<file path="src/rtl/pwm_capture.sv">
`timescale 1ns/1ps
// Recovers direction and 8-bit speed from a pair of motor PWM lines by counting
// high cycles over one PWM period and reporting only debounced, repeated results.
module pwm_capture #(
    parameter int PERIOD   = 256,
    parameter int CNT_W    = 9,
    parameter int STABLE_N = 2
) (
    input  logic       CLK,
    input  logic       RST,
    input  logic       pwm_in1,
    input  logic       pwm_in2,
    output logic [7:0] speed,
    output logic [1:0] dir,
    output logic       meas_valid,
    output logic       changed
);

    typedef enum logic {TRACK, LOCKED} state_t;

    logic [1:0]       pwm_raw;
    logic [1:0]       sync1_reg;
    logic [1:0]       sync2_reg;
    logic [CNT_W-1:0] win_cnt_reg;
    logic             win_end;
    logic [CNT_W-1:0] hi_reg [2];
    logic [CNT_W-1:0] h      [2];
    logic [1:0]       active;

    logic [1:0] cand_dir;
    logic [7:0] cand_speed;
    logic [9:0] cand;
    logic [9:0] rep;

    state_t     state_reg,  state_next;
    logic [3:0] stable_reg, stable_next;
    logic [9:0] prev_reg,   prev_next;
    logic [1:0] dir_reg,    dir_next;
    logic [7:0] speed_reg,  speed_next;
    logic       mv_reg,     mv_next;
    logic       ch_reg,     ch_next;

    function automatic logic [7:0] sat255(input logic [CNT_W-1:0] x);
        if (32'(x) >= 32'd255)
            return 8'hFF;
        else
            return 8'(x);
    endfunction

    assign pwm_raw = {pwm_in2, pwm_in1};

    always_ff @(posedge CLK or posedge RST) begin
        if (RST) begin
            sync1_reg <= '0;
            sync2_reg <= '0;
        end else begin
            sync1_reg <= pwm_raw;
            sync2_reg <= sync1_reg;
        end
    end

    assign win_end = (win_cnt_reg == CNT_W'(PERIOD - 1));

    always_ff @(posedge CLK or posedge RST) begin
        if (RST)
            win_cnt_reg <= '0;
        else if (win_end)
            win_cnt_reg <= '0;
        else
            win_cnt_reg <= win_cnt_reg + CNT_W'(1);
    end

    // h includes the current cycle, so at the window end it is the complete count
    // and the register can simply restart from zero.
    generate
        for (genvar gi = 0; gi < 2; gi++) begin : g_line
            assign h[gi]      = hi_reg[gi] + CNT_W'(sync2_reg[gi]);
            assign active[gi] = (h[gi] != '0);

            always_ff @(posedge CLK or posedge RST) begin
                if (RST)
                    hi_reg[gi] <= '0;
                else if (win_end)
                    hi_reg[gi] <= '0;
                else
                    hi_reg[gi] <= h[gi];
            end
        end
    endgenerate

    always_comb begin
        cand_dir   = active;
        cand_speed = 8'd0;
        case (active)
            2'b01:   cand_speed = sat255(h[0]);
            2'b10:   cand_speed = sat255(h[1]);
            default: cand_speed = 8'd0;
        endcase
    end

    assign cand = {cand_dir, cand_speed};
    assign rep  = {dir_reg, speed_reg};

    always_comb begin
        state_next  = state_reg;
        stable_next = stable_reg;
        prev_next   = prev_reg;
        dir_next    = dir_reg;
        speed_next  = speed_reg;
        mv_next     = win_end;
        ch_next     = 1'b0;
        if (win_end) begin
            if (cand == prev_reg) begin
                if (stable_reg >= 4'(STABLE_N))
                    stable_next = 4'(STABLE_N);
                else
                    stable_next = stable_reg + 4'd1;
            end else begin
                stable_next = 4'd1;
                prev_next   = cand;
            end
            // A locked value that keeps being confirmed needs no further action.
            if (!(state_reg == LOCKED && cand == rep)) begin
                if (stable_next == 4'(STABLE_N)) begin
                    state_next = LOCKED;
                    if (cand != rep) begin
                        dir_next   = cand_dir;
                        speed_next = cand_speed;
                        ch_next    = 1'b1;
                    end
                end else begin
                    state_next = TRACK;
                end
            end
        end
    end

    always_ff @(posedge CLK or posedge RST) begin
        if (RST) begin
            state_reg  <= TRACK;
            stable_reg <= '0;
            prev_reg   <= '0;
            dir_reg    <= '0;
            speed_reg  <= '0;
            mv_reg     <= 1'b0;
            ch_reg     <= 1'b0;
        end else begin
            state_reg  <= state_next;
            stable_reg <= stable_next;
            prev_reg   <= prev_next;
            dir_reg    <= dir_next;
            speed_reg  <= speed_next;
            mv_reg     <= mv_next;
            ch_reg     <= ch_next;
        end
    end

    assign speed      = speed_reg;
    assign dir        = dir_reg;
    assign meas_valid = mv_reg;
    assign changed    = ch_reg;

endmodule

</file>
<file path="config.mk">
export PLATFORM = sky130hd
export DESIGN_NAME = pwm_capture
export DESIGN_NICKNAME = d
export VERILOG_FILES = /design/src/rtl/pwm_capture.sv
export SDC_FILE = /design/constraint.sdc
export NUM_CORES = 1
export LEC_CHECK = 0
export CORE_ASPECT_RATIO = 0.5
export CORE_UTILIZATION = 60
export DETAILED_ROUTE_END_ITERATION = 7
export PLACE_DENSITY = 0.89
export SKIP_CTS_REPAIR_TIMING = 1
export SYNTH_ARGS = -nofsm -noshare
export SYNTH_HDL_FRONTEND = slang
export SYNTH_SLANG_ARGS = --single-unit
</file>
<file path="constraint.sdc">
create_clock -name CLK -period 8.3 [get_ports CLK]
set_clock_uncertainty 0.2 [all_clocks]
set_input_delay 1.66 -clock CLK [delete_from_list [all_inputs] [get_ports CLK]]
set_output_delay 1.66 -clock CLK [all_outputs]
set_load 0.01 [all_outputs]
</file>
# Word-level counts from Yosys, hierarchy flattened

Cells that the tools add are included.

Input port bits: 4
Bits in writable memories: 0
Output and inout port bits: 12
Bits in read-only memories: 0
Logic and storage cells: 48
Register bits: 58
Memories kept: 0
Latch bits: 0

Div/mod/pow operators: 0
Shift-type cells: 0
Bitwise operators: 2
Muxes and demuxes: 14
Reduce and logical (&&, ||, !) cells: 6
Eq/ne operators: 7
$lt $le $gt $ge: 3
Add/sub/neg operators: 4
$mul: 0

Operator list:

| cell                                                 | number |
|---|---|
| two-way mux 9 bit                                    | 3 |
| equality test 10 bit                                 | 2 |
| adder 9 x 1 -> 9 bit                                 | 2 |
| >= comparator 9 x 8 -> 1 bit (second input constant) | 2 |
| nonzero test 9 bit                                   | 2 |
| two-way mux 8 bit                                    | 2 |
| one-hot mux 8 bit (2 select lines)                   | 1 |
| two-way mux 4 bit                                    | 3 |
| != test 10 bit                                       | 1 |
| adder 9 x 1 -> 9 bit (second input constant)         | 1 |
| equality test 9 x 8 -> 1 bit (second input constant) | 1 |
| two-way mux 1 bit                                    | 5 |
| adder 4 x 1 -> 4 bit (second input constant)         | 1 |
| equality test 4 x 2 -> 1 bit (second input constant) | 1 |
| >= comparator 4 x 2 -> 1 bit (second input constant) | 1 |
| AND reduction 2 bit                                  | 2 |
| AND reduction 4 bit                                  | 1 |
| equality test 2 x 1 -> 1 bit (second input constant) | 1 |
| equality test 2 bit (second input constant)          | 1 |
| NOT 1 bit                                            | 2 |
| logical AND 1 bit                                    | 1 |

# Longest topological paths before layout

Gate-level depths: netlist of the first run.

Depth after elaboration: 11
Gate-level depth with buffers: 19
Mapped depth without buffers: 16

# Worst setup path before layout of the first run

Ideal clock, no wire load.

Kind: reg2reg
From: register sync2_reg[1]
To: register dir_reg[1], in the netlist dir[1]
Stages on the path, launching flop included: 17
Period minus slack after synthesis: 4596 ps
Data required time: 7975 ps
Setup time: 125 ps
Setup slack: 3704 ps
Path buffers: 2
Arrival time: 4271 ps
Path through: dfrtp_1 -> ha_1 -> ha_1 -> nand4_2 -> or4b_4 -> a2111oi_2 -> nand2_2 -> ha_1 -> nand2b_1 -> clkbuf_1 -> o22ai_1 -> xor2_1 -> nor4_2 -> nand3_2 -> or3b_1 -> buf_6 -> mux2_4

Longest elaborated chain between the ends: 9
Elaborated cells between the ends (all ways): 16
Classes of those cells: 1 x add/sub; 1 x order compare; 6 x eq/ne; 4 x mux; 1 x bitwise; 3 x reduce/logical

RTL lines:

| element                                                                    | line | text |
|---|---|---|
| start, declared                                                            | 23   | `logic [1:0] sync2_reg;` |
| start signal, assigned                                                     | 58   | `sync2_reg <= sync1_reg;` |
| adder 9 x 1 -> 9 bit *                                                     | 77   | `assign h[gi] = hi_reg[gi] + CNT_W'(sync2_reg[gi]);` |
| nonzero test 9 bit *                                                       | 78   | `assign active[gi] = (h[gi] != '0);` |
| net active[1]                                                              | 28   | `logic [1:0] active;` |
| equality test 2 bit / equality test 2 x 1 -> 1 bit (equally long branches) | 94   | `case (active)` |
| one-hot mux 8 bit (2 select lines)                                         | 94   |  |
| equality test 10 bit                                                       | 113  | `if (cand == prev_reg) begin` |
| two-way mux 4 bit                                                          | 113  |  |
| two-way mux 4 bit                                                          | 112  | `if (win_end) begin` |
| equality test 4 x 2 -> 1 bit                                               | 124  | `if (stable_next == 4'(STABLE_N)) begin` |
| AND reduction 4 bit (no line)                                              | -    |  |
| end signal, assigned                                                       | 151  | `dir_reg <= dir_next;` |
| end, declared                                                              | 38   | `logic [1:0] dir_reg, dir_next;` |

Mark *: on every way through the listed nets, which the timed path passes. The rest lies on a longest branch. The select of a mux whose other input is x is not followed.
A chain may end at the register's enable or synchronous reset.

# Worst setup path in the final report of the first run

From: register sync2_reg[0]
To: register dir_reg[0], in the netlist dir[0]

The elaborated chain is that of the path after synthesis.

==> results.tsv, run 1 <==
stage	metric	value	unit
min_path	hp-start	sync1_reg[0]$_DFF_PP0_	
yosys	synthArstFlopShare	100	%
pwr	leakage	1.71	nW
clock_network	cts_max_path_buffers	2	
timing	fmax	0.182	GHz
clock_network	clock_latency	0.33	ns
global_route	grt_pass1_wl	10600	um
critical_path	crit_fanout	11	
min_path	min_to	sync2_reg[0]$_DFF_PP0_	
place	hpwl	4370	um
min_path	hold_class	register to register	
critical_path	worstPathArrival	5.52	ns
pwr	p_total	0.000842	W
timing	finalSetupTns	0	ns
pwr	ir_drop	0.000128	V
yosys	yosysSeqAreaShare	44.5	%
timing	fin_crit	5.50	ns
final_layout	syn_to_final_growth	11.8	%
final_layout	fillerInstances	316	
yosys	synth_ff_type	dfrtp_1	
global_route	grt_usage	25.6	%
final_layout	diodes	0	
critical_path	reg2regPathDepth	15	
clock_network	cts_tree	yes	
job	maxCapViolations	0	
timing	hold_violations	0	
floorplan	io-pin-count	16	
drt	ant_nets	0	
global_route	overflow	0	
yosys	ys_ff_latch	57	
floorplan	row_count	18	
critical_path	r2r_end	dir[0]$_DFFE_PP0P_	
yosys	syn_nets	323	
critical_path	worstSetupEndpointType	register	
timing	fin_crit_sh	66.3	%
place	io_buffers	15	
clock_network	clk_pin_slew	0.07	ns
timing	rsz0062_at_grt	false	
yosys	synth_edf_count	0	
drt	post_drt_wl_per_cell	16.8	um
timing	slew_viol_final	0	
critical_path	max_stage_delay	0.71	ns
yosys	yosys.cell_types.count	56	
critical_path	critPathRequiredTime	8.32	ns
drt	vias_per_cell	6.06	
final_layout	nNetsFinal	332	
global_route	grt_max_degree	58	
final_layout	largest_reg_flops	18	
clock_network	cts_sinks	57	
critical_path	start_kind	register	
timing	setup_viol	0	
yosys	avgSynthCellArea	10.4	um^2
floorplan	coreArea	0.00502	mm^2
final_layout	drive_gt1_share	13.4	%
critical_path	cpMostUsedCell	ha_1	
critical_path	rr_startpoint	sync2_reg[0]$_DFF_PP0_	
final_layout	fin_util	71.3	%
clock_network	h-tree-depth	3	
floorplan	die-area	0.00565	mm^2
floorplan	die_x	105	um
outcome	status	completed	
place	placed_cell_area	0.00337	mm^2
global_route	grt_pass1_vias	2162	
final_layout	final_common_cell	dfrtp_1	
critical_path	reg2reg_slack	2.80	ns
global_route	antenna_found_initial	0	
critical_path	crit_slowest_cell	o32ai_1	
clock_network	cts_root_buf	clkbuf_8	
critical_path	path_cells	ha_1 -> ha_1 -> and3_1 -> and3_1 -> xnor2_1 -> o2111ai_1 -> inv_1 -> ha_1 -> nand2b_1 -> o32ai_1 -> xor2_1 -> nor3_1 -> nand3_2 -> or3b_1 -> mux2_1	
drt	first_pass_iters	5	
final_layout	fin_area	0.00358	mm^2
yosys	yosysWarnings	0	
timing	worstMarginPinSlew	0.746	ns
floorplan	start_util	63.8	%
final_layout	final_cell_mix	57 x dfrtp_1, 26 x nor2_1, 25 x xor2_1	
drt	initialDrtViolationCount	163	
drt	wl	6590	um
drt	vias	2377	
floorplan	die_y	53.7	um
yosys	syn_inst	308	
drt	drc	0	
pwr	cellPowerDensity	235	mW/mm^2
min_path	hold_path_depth	0	
place	place.gp.congestion	0.943	
critical_path	worstSetupPathType	register to register	
clock_network	cts-buffers-inserted	9	
timing	relSlewSlack	50.1	%
yosys	syn_area	0.00320	mm^2
## report_power, final
part           internal [W]  total (W)  switching (W)  leakage, nW
Sequential         0.000310   0.000365      0.0000544        0.750
Combinational     0.0000932   0.000211       0.000118        0.857
Clock              0.000155   0.000266       0.000111        0.103
Total              0.000559   0.000842       0.000283         1.71
## synthesized netlist by cell type, drive strengths merged, types with 2 or more instances
master   count  area [um^2]
a2111oi      2         23.8
a21oi        9         45.0
a311o        2         20.0
a31oi        2         12.5
and2         3         18.8
and3         5         31.3
and4         3         26.3
buf          5         31.3
clkbuf      14         52.6
dfrtp       57         1430
ha          11          138
inv          7         26.3
mux2        18          236
nand2        9         36.3
nand2b       2         12.5
nand3       13         70.1
nand3b       2         15.0
nand4        6         43.8
nor2        26         97.6
nor2b       13         81.3
nor3        15         75.1
nor3b        3         22.5
nor4         3         25.0
o2111ai      2         17.5
o211ai       2         15.0
o21a         4         30.0
o21ai        6         30.0
o22ai        5         31.3
o31ai        2         15.0
or3          3         18.8
xnor2       15          131
xor2        25          219
## cell type report
type | instances | area [um^2] | share of cell area, %
clock buffer | 12 | 155 | 4.33
clock inverter | 4 | 51.3 | 1.43
inverter | 8 | 31.3 | 0.874
multi-input combinational | 224 | 1660 | 46.5
sequential | 57 | 1430 | 39.8
tap | 70 | 87.6 | 2.45
timing repair buffer | 17 | 165 | 4.61
## critical path: cells and delay by family, from the launching register on
| family | cells | cell delay [ns] |
|---|---|---|
| buffers and inverters | 1 | 0.25 |
| AO/OA/AOI/OAI | 2 | 1.09 |
| AND/OR/NAND/NOR | 6 | 1.90 |
| adder cells (fa/ha/maj) | 3 | 0.74 |
| multiplexers | 1 | 0.41 |
| XOR/XNOR | 2 | 0.41 |
| flip-flops | 1 | 0.39 |
## worst max path at each step
stage,to,from,depth (start not counted),slack [ns]
6_report,dir[0]$_DFFE_PP0P_,sync2_reg[0]$_DFF_PP0_,15,2.80
2_1_floorplan,dir[1]$_DFFE_PP0P_,sync2_reg[1]$_DFF_PP0_,16,3.70
3_5_place_dp,dir[0]$_DFFE_PP0P_,hi_reg[0]$_DFF_PP0_,14,2.98
4_1_cts,dir[0]$_DFFE_PP0P_,sync2_reg[0]$_DFF_PP0_,15,2.88
5_1_grt,dir[0]$_DFFE_PP0P_,sync2_reg[0]$_DFF_PP0_,15,2.52
3_3_place_gp,dir[0]$_DFFE_PP0P_,sync2_reg[1]$_DFF_PP0_,15,3.22
## per-layer routing
metal  GRT usage [%]  vias up  part of all wire (%)
met4            11.7        0                   2.3
met2            41.4       80                    47
met1            33.3     1170                    46
li1                -     1107                     -
met3            6.54       20                   5.3
met5               0        -                     0
## metrics by stage
| stage | hold WS, ns | setup WS [ns] | instances |
|---|---|---|---|
| 2_1_floorplan | 0.131 | 3.70 | 308 |
| 5_1_grt | 0.161 | 2.52 | 392 |
| 4_1_cts | 0.152 | 2.88 | 392 |
| 3_3_place_gp | 0.136 | 3.22 | 376 |
| 6_report | 0.150 | 2.80 | 392 |
| 3_5_place_dp | 0.137 | 2.98 | 376 |
## cell families (layout without fill, tap and decap cells)
family	Yosys count	in the layout	share of synthesized area (%)
DFF	57	57	44.5
AOI/OAI and AO/OA	45	45	9.96
buffers and inverters	27	41	3.59
and+or+nand+nor	109	109	19.0
xor gates and xnor gates	40	40	10.9
adders and majority gates	11	11	4.30
muxes	19	19	7.70
(Power assumes the default switching activity.)
==> run 2: changes to the inputs <==
--- a/config.mk
+++ b/config.mk
@@ -6,9 +6,9 @@
 export NUM_CORES = 1
 export LEC_CHECK = 0
 export CORE_ASPECT_RATIO = 0.5
-export CORE_UTILIZATION = 60
+export CORE_UTILIZATION = 54
 export DETAILED_ROUTE_END_ITERATION = 7
-export PLACE_DENSITY = 0.89
+export PLACE_DENSITY = 0.85
 export SKIP_CTS_REPAIR_TIMING = 1
 export SYNTH_ARGS = -nofsm -noshare
 export SYNTH_HDL_FRONTEND = slang
==> constraint.sdc (replaced) <==
create_clock -name CLK -period 4.6 [get_ports CLK]
set_clock_uncertainty 0.2 [all_clocks]
set_input_delay 0.92 -clock CLK [delete_from_list [all_inputs] [get_ports CLK]]
set_output_delay 0.92 -clock CLK [all_outputs]
set_load 0.01 [all_outputs]
==> run 2 against run 1 <==
Clock power increased by 150%. Critical path depth increased by 4. Via count rose by 9.7%. Total power is 120% higher. Flip-flop and latch count unchanged. Critical endpoint is now speed[1]$_DFFE_PP0P_. Highest routed layer unchanged.
==> results.tsv, run 2 (synthesis results as in run 1) <==
stage	metric	value	unit	change
clock_network	clk_pin_slew	0.06	ns	about the same
critical_path	worstPathArrival	4.57	ns	-0.95 ns
global_route	grt_pass1_vias	2362		+9.3%
floorplan	start_util	57.3	%	-6.4 points
critical_path	worstSetupPathType	register to register		
clock_network	cts_sinks	57		unchanged
timing	fin_crit	4.56	ns	-0.942 ns
floorplan	die-area	0.00626	mm^2	+11%
place	io_buffers	15		unchanged
place	hpwl	4740	um	+8.6%
place	place_ws	-0.0786	ns	-3.06 ns
timing	setup_viol	0		unchanged
final_layout	largest_reg_flops	18		unchanged
final_layout	nNetsFinal	353		+6.3%
final_layout	fin_area	0.00399	mm^2	+11%
pwr	leakage	1.88	nW	+9.7%
floorplan	die_y	56.5	um	+5.2%
global_route	grt_max_degree	57		-1.7%
pwr	p_total	0.00182	W	+120%
drt	vias	2607		+9.7%
drt	vias_per_cell	6.27		+3.3%
pwr	cellPowerDensity	456	mW/mm^2	+94%
final_layout	diodes	0		unchanged
timing	fmax	0.219	GHz	+21%
place	placed_cell_area	0.00353	mm^2	+4.6%
global_route	antenna_found_initial	0		unchanged
timing	worstMarginPinSlew	1.12	ns	+0.375 ns
drt	ant_nets	0		unchanged
final_layout	drive_gt1_share	24.5	%	+11 points
floorplan	io-pin-count	16		unchanged
critical_path	crit_fanout	7		-4
global_route	overflow	0		unchanged
clock_network	h-tree-depth	3		unchanged
min_path	hold_class	register to register		
floorplan	row_count	19		+1
final_layout	syn_to_final_growth	24.5	%	
floorplan	coreArea	0.00559	mm^2	+11%
floorplan	die_x	111	um	+5.3%
final_layout	final_common_cell	dfrtp_1		
critical_path	worstSetupEndpointType	register		
clock_network	clock_latency	0.33	ns	about the same
timing	hold_violations	0		unchanged
global_route	grt_usage	24.6	%	-0.98 points
timing	relSlewSlack	25.1	%	-25 points
pwr	ir_drop	0.000231	V	+80%
final_layout	final_cell_mix	57 x dfrtp_1, 26 x nor2_1, 24 x xor2_1		
clock_network	cts_max_path_buffers	2		unchanged
timing	fin_crit_sh	99.2	%	+33 points
drt	wl	7970	um	+21%
clock_network	cts_tree	yes		
clock_network	cts-buffers-inserted	9		unchanged
timing	slew_viol_final	0		unchanged
drt	post_drt_wl_per_cell	19.2	um	+14%
job	maxCapViolations	0		unchanged
global_route	grt_pass1_wl	11700	um	+11%
timing	fin_ws	0.0371	ns	-2.76 ns
outcome	status	completed		
place	place.gp.congestion	0.865		-8.2%
drt	drc	0		unchanged
drt	first_pass_iters	5		unchanged
clock_network	cts_root_buf	clkbuf_16		
drt	initialDrtViolationCount	254		+56%
critical_path	start_kind	register		
critical_path	critPathRequiredTime	4.61	ns	-3.71 ns
run 2: changes by cell type in the layout (fill, tap and decap cells not counted), moves of 3 or more:
cell and delta:
buf_4 +19, clkbuf_8 -11, clkbuf_16 +9, ha_1 -4, ha_4 +3
run 2: final cells by class:
cell class              count  area [um^2]
flip-flops and latches     57         1430
well taps                  73         91.3
clock inverters             7         71.3
fillers                   320         1600
clock buffers               9          225
inverters                   8         31.3
repair buffers             38          330
multi-input cells         224         1810
run 2: power by group:
part           internal [W]  total (W)  switching [W]
Sequential         0.000561   0.000662       0.000101
Combinational      0.000227   0.000501       0.000274
Clock              0.000417   0.000654       0.000237
run 2: worst max-delay path: stages (launching register included):
cell and delay, ns:
dfrtp_1 0.36, ha_2 0.20, ha_4 0.14, nand4_2 0.12, or4b_4 0.59, a2111oi_4 0.31, nand2_2 0.14, buf_6 0.15
clkinv_2 0.06, ha_4 0.16, nor2b_4 0.17, o311ai_4 0.12, o221ai_2 0.30, buf_4 0.20, xor2_2 0.05, nor3_1 0.32
nand3_1 0.13, or3b_4 0.26, buf_6 0.15, mux2_4 0.31
run 2: worst paths after layout:
kind	startpoint	end	slack [ns]	cells after the start
hold / removal	sync1_reg[0]$_DFF_PP0_	sync2_reg[0]$_DFF_PP0_	0.14	0
max in group asynchronous	RST	win_cnt_reg[6]$_DFF_PP0_	2.52	2
min in group asynchronous	RST	win_cnt_reg[2]$_DFF_PP0_	0.99	2
hold reg to reg	sync1_reg[0]$_DFF_PP0_	sync2_reg[0]$_DFF_PP0_	0.14	0
setup reg to reg	sync2_reg[1]$_DFF_PP0_	speed[1]$_DFFE_PP0P_	0.04	19
setup / recovery	sync2_reg[1]$_DFF_PP0_	speed[1]$_DFFE_PP0P_	0.04	19
run 2: per-stage QoR:
stage	utilization, %	cells	setup TNS [ns]	hold WS (ns)
floorplan	-	308	0	0.131
global placement	63.1	399	0	0.134
detailed placement	63.1	399	-0.584	0.141
CTS	68.4	415	-1.59	0.146
global route	71.4	416	-0.705	0.153
finish	71.4	416	0	0.142
run 2: routing by layer:
layer / vias to the layer above / routed length, um / part of all wire, % / GRT usage, %
met5: - / 0 / 0 / 0
met4: 0 / 218 / 2.7 / 7.62
met3: 32 / 605 / 7.6 / 8.21
met2: 134 / 3840 / 48 / 39.1
met1: 1289 / 3310 / 42 / 32.1
li1: 1152 / - / - / -
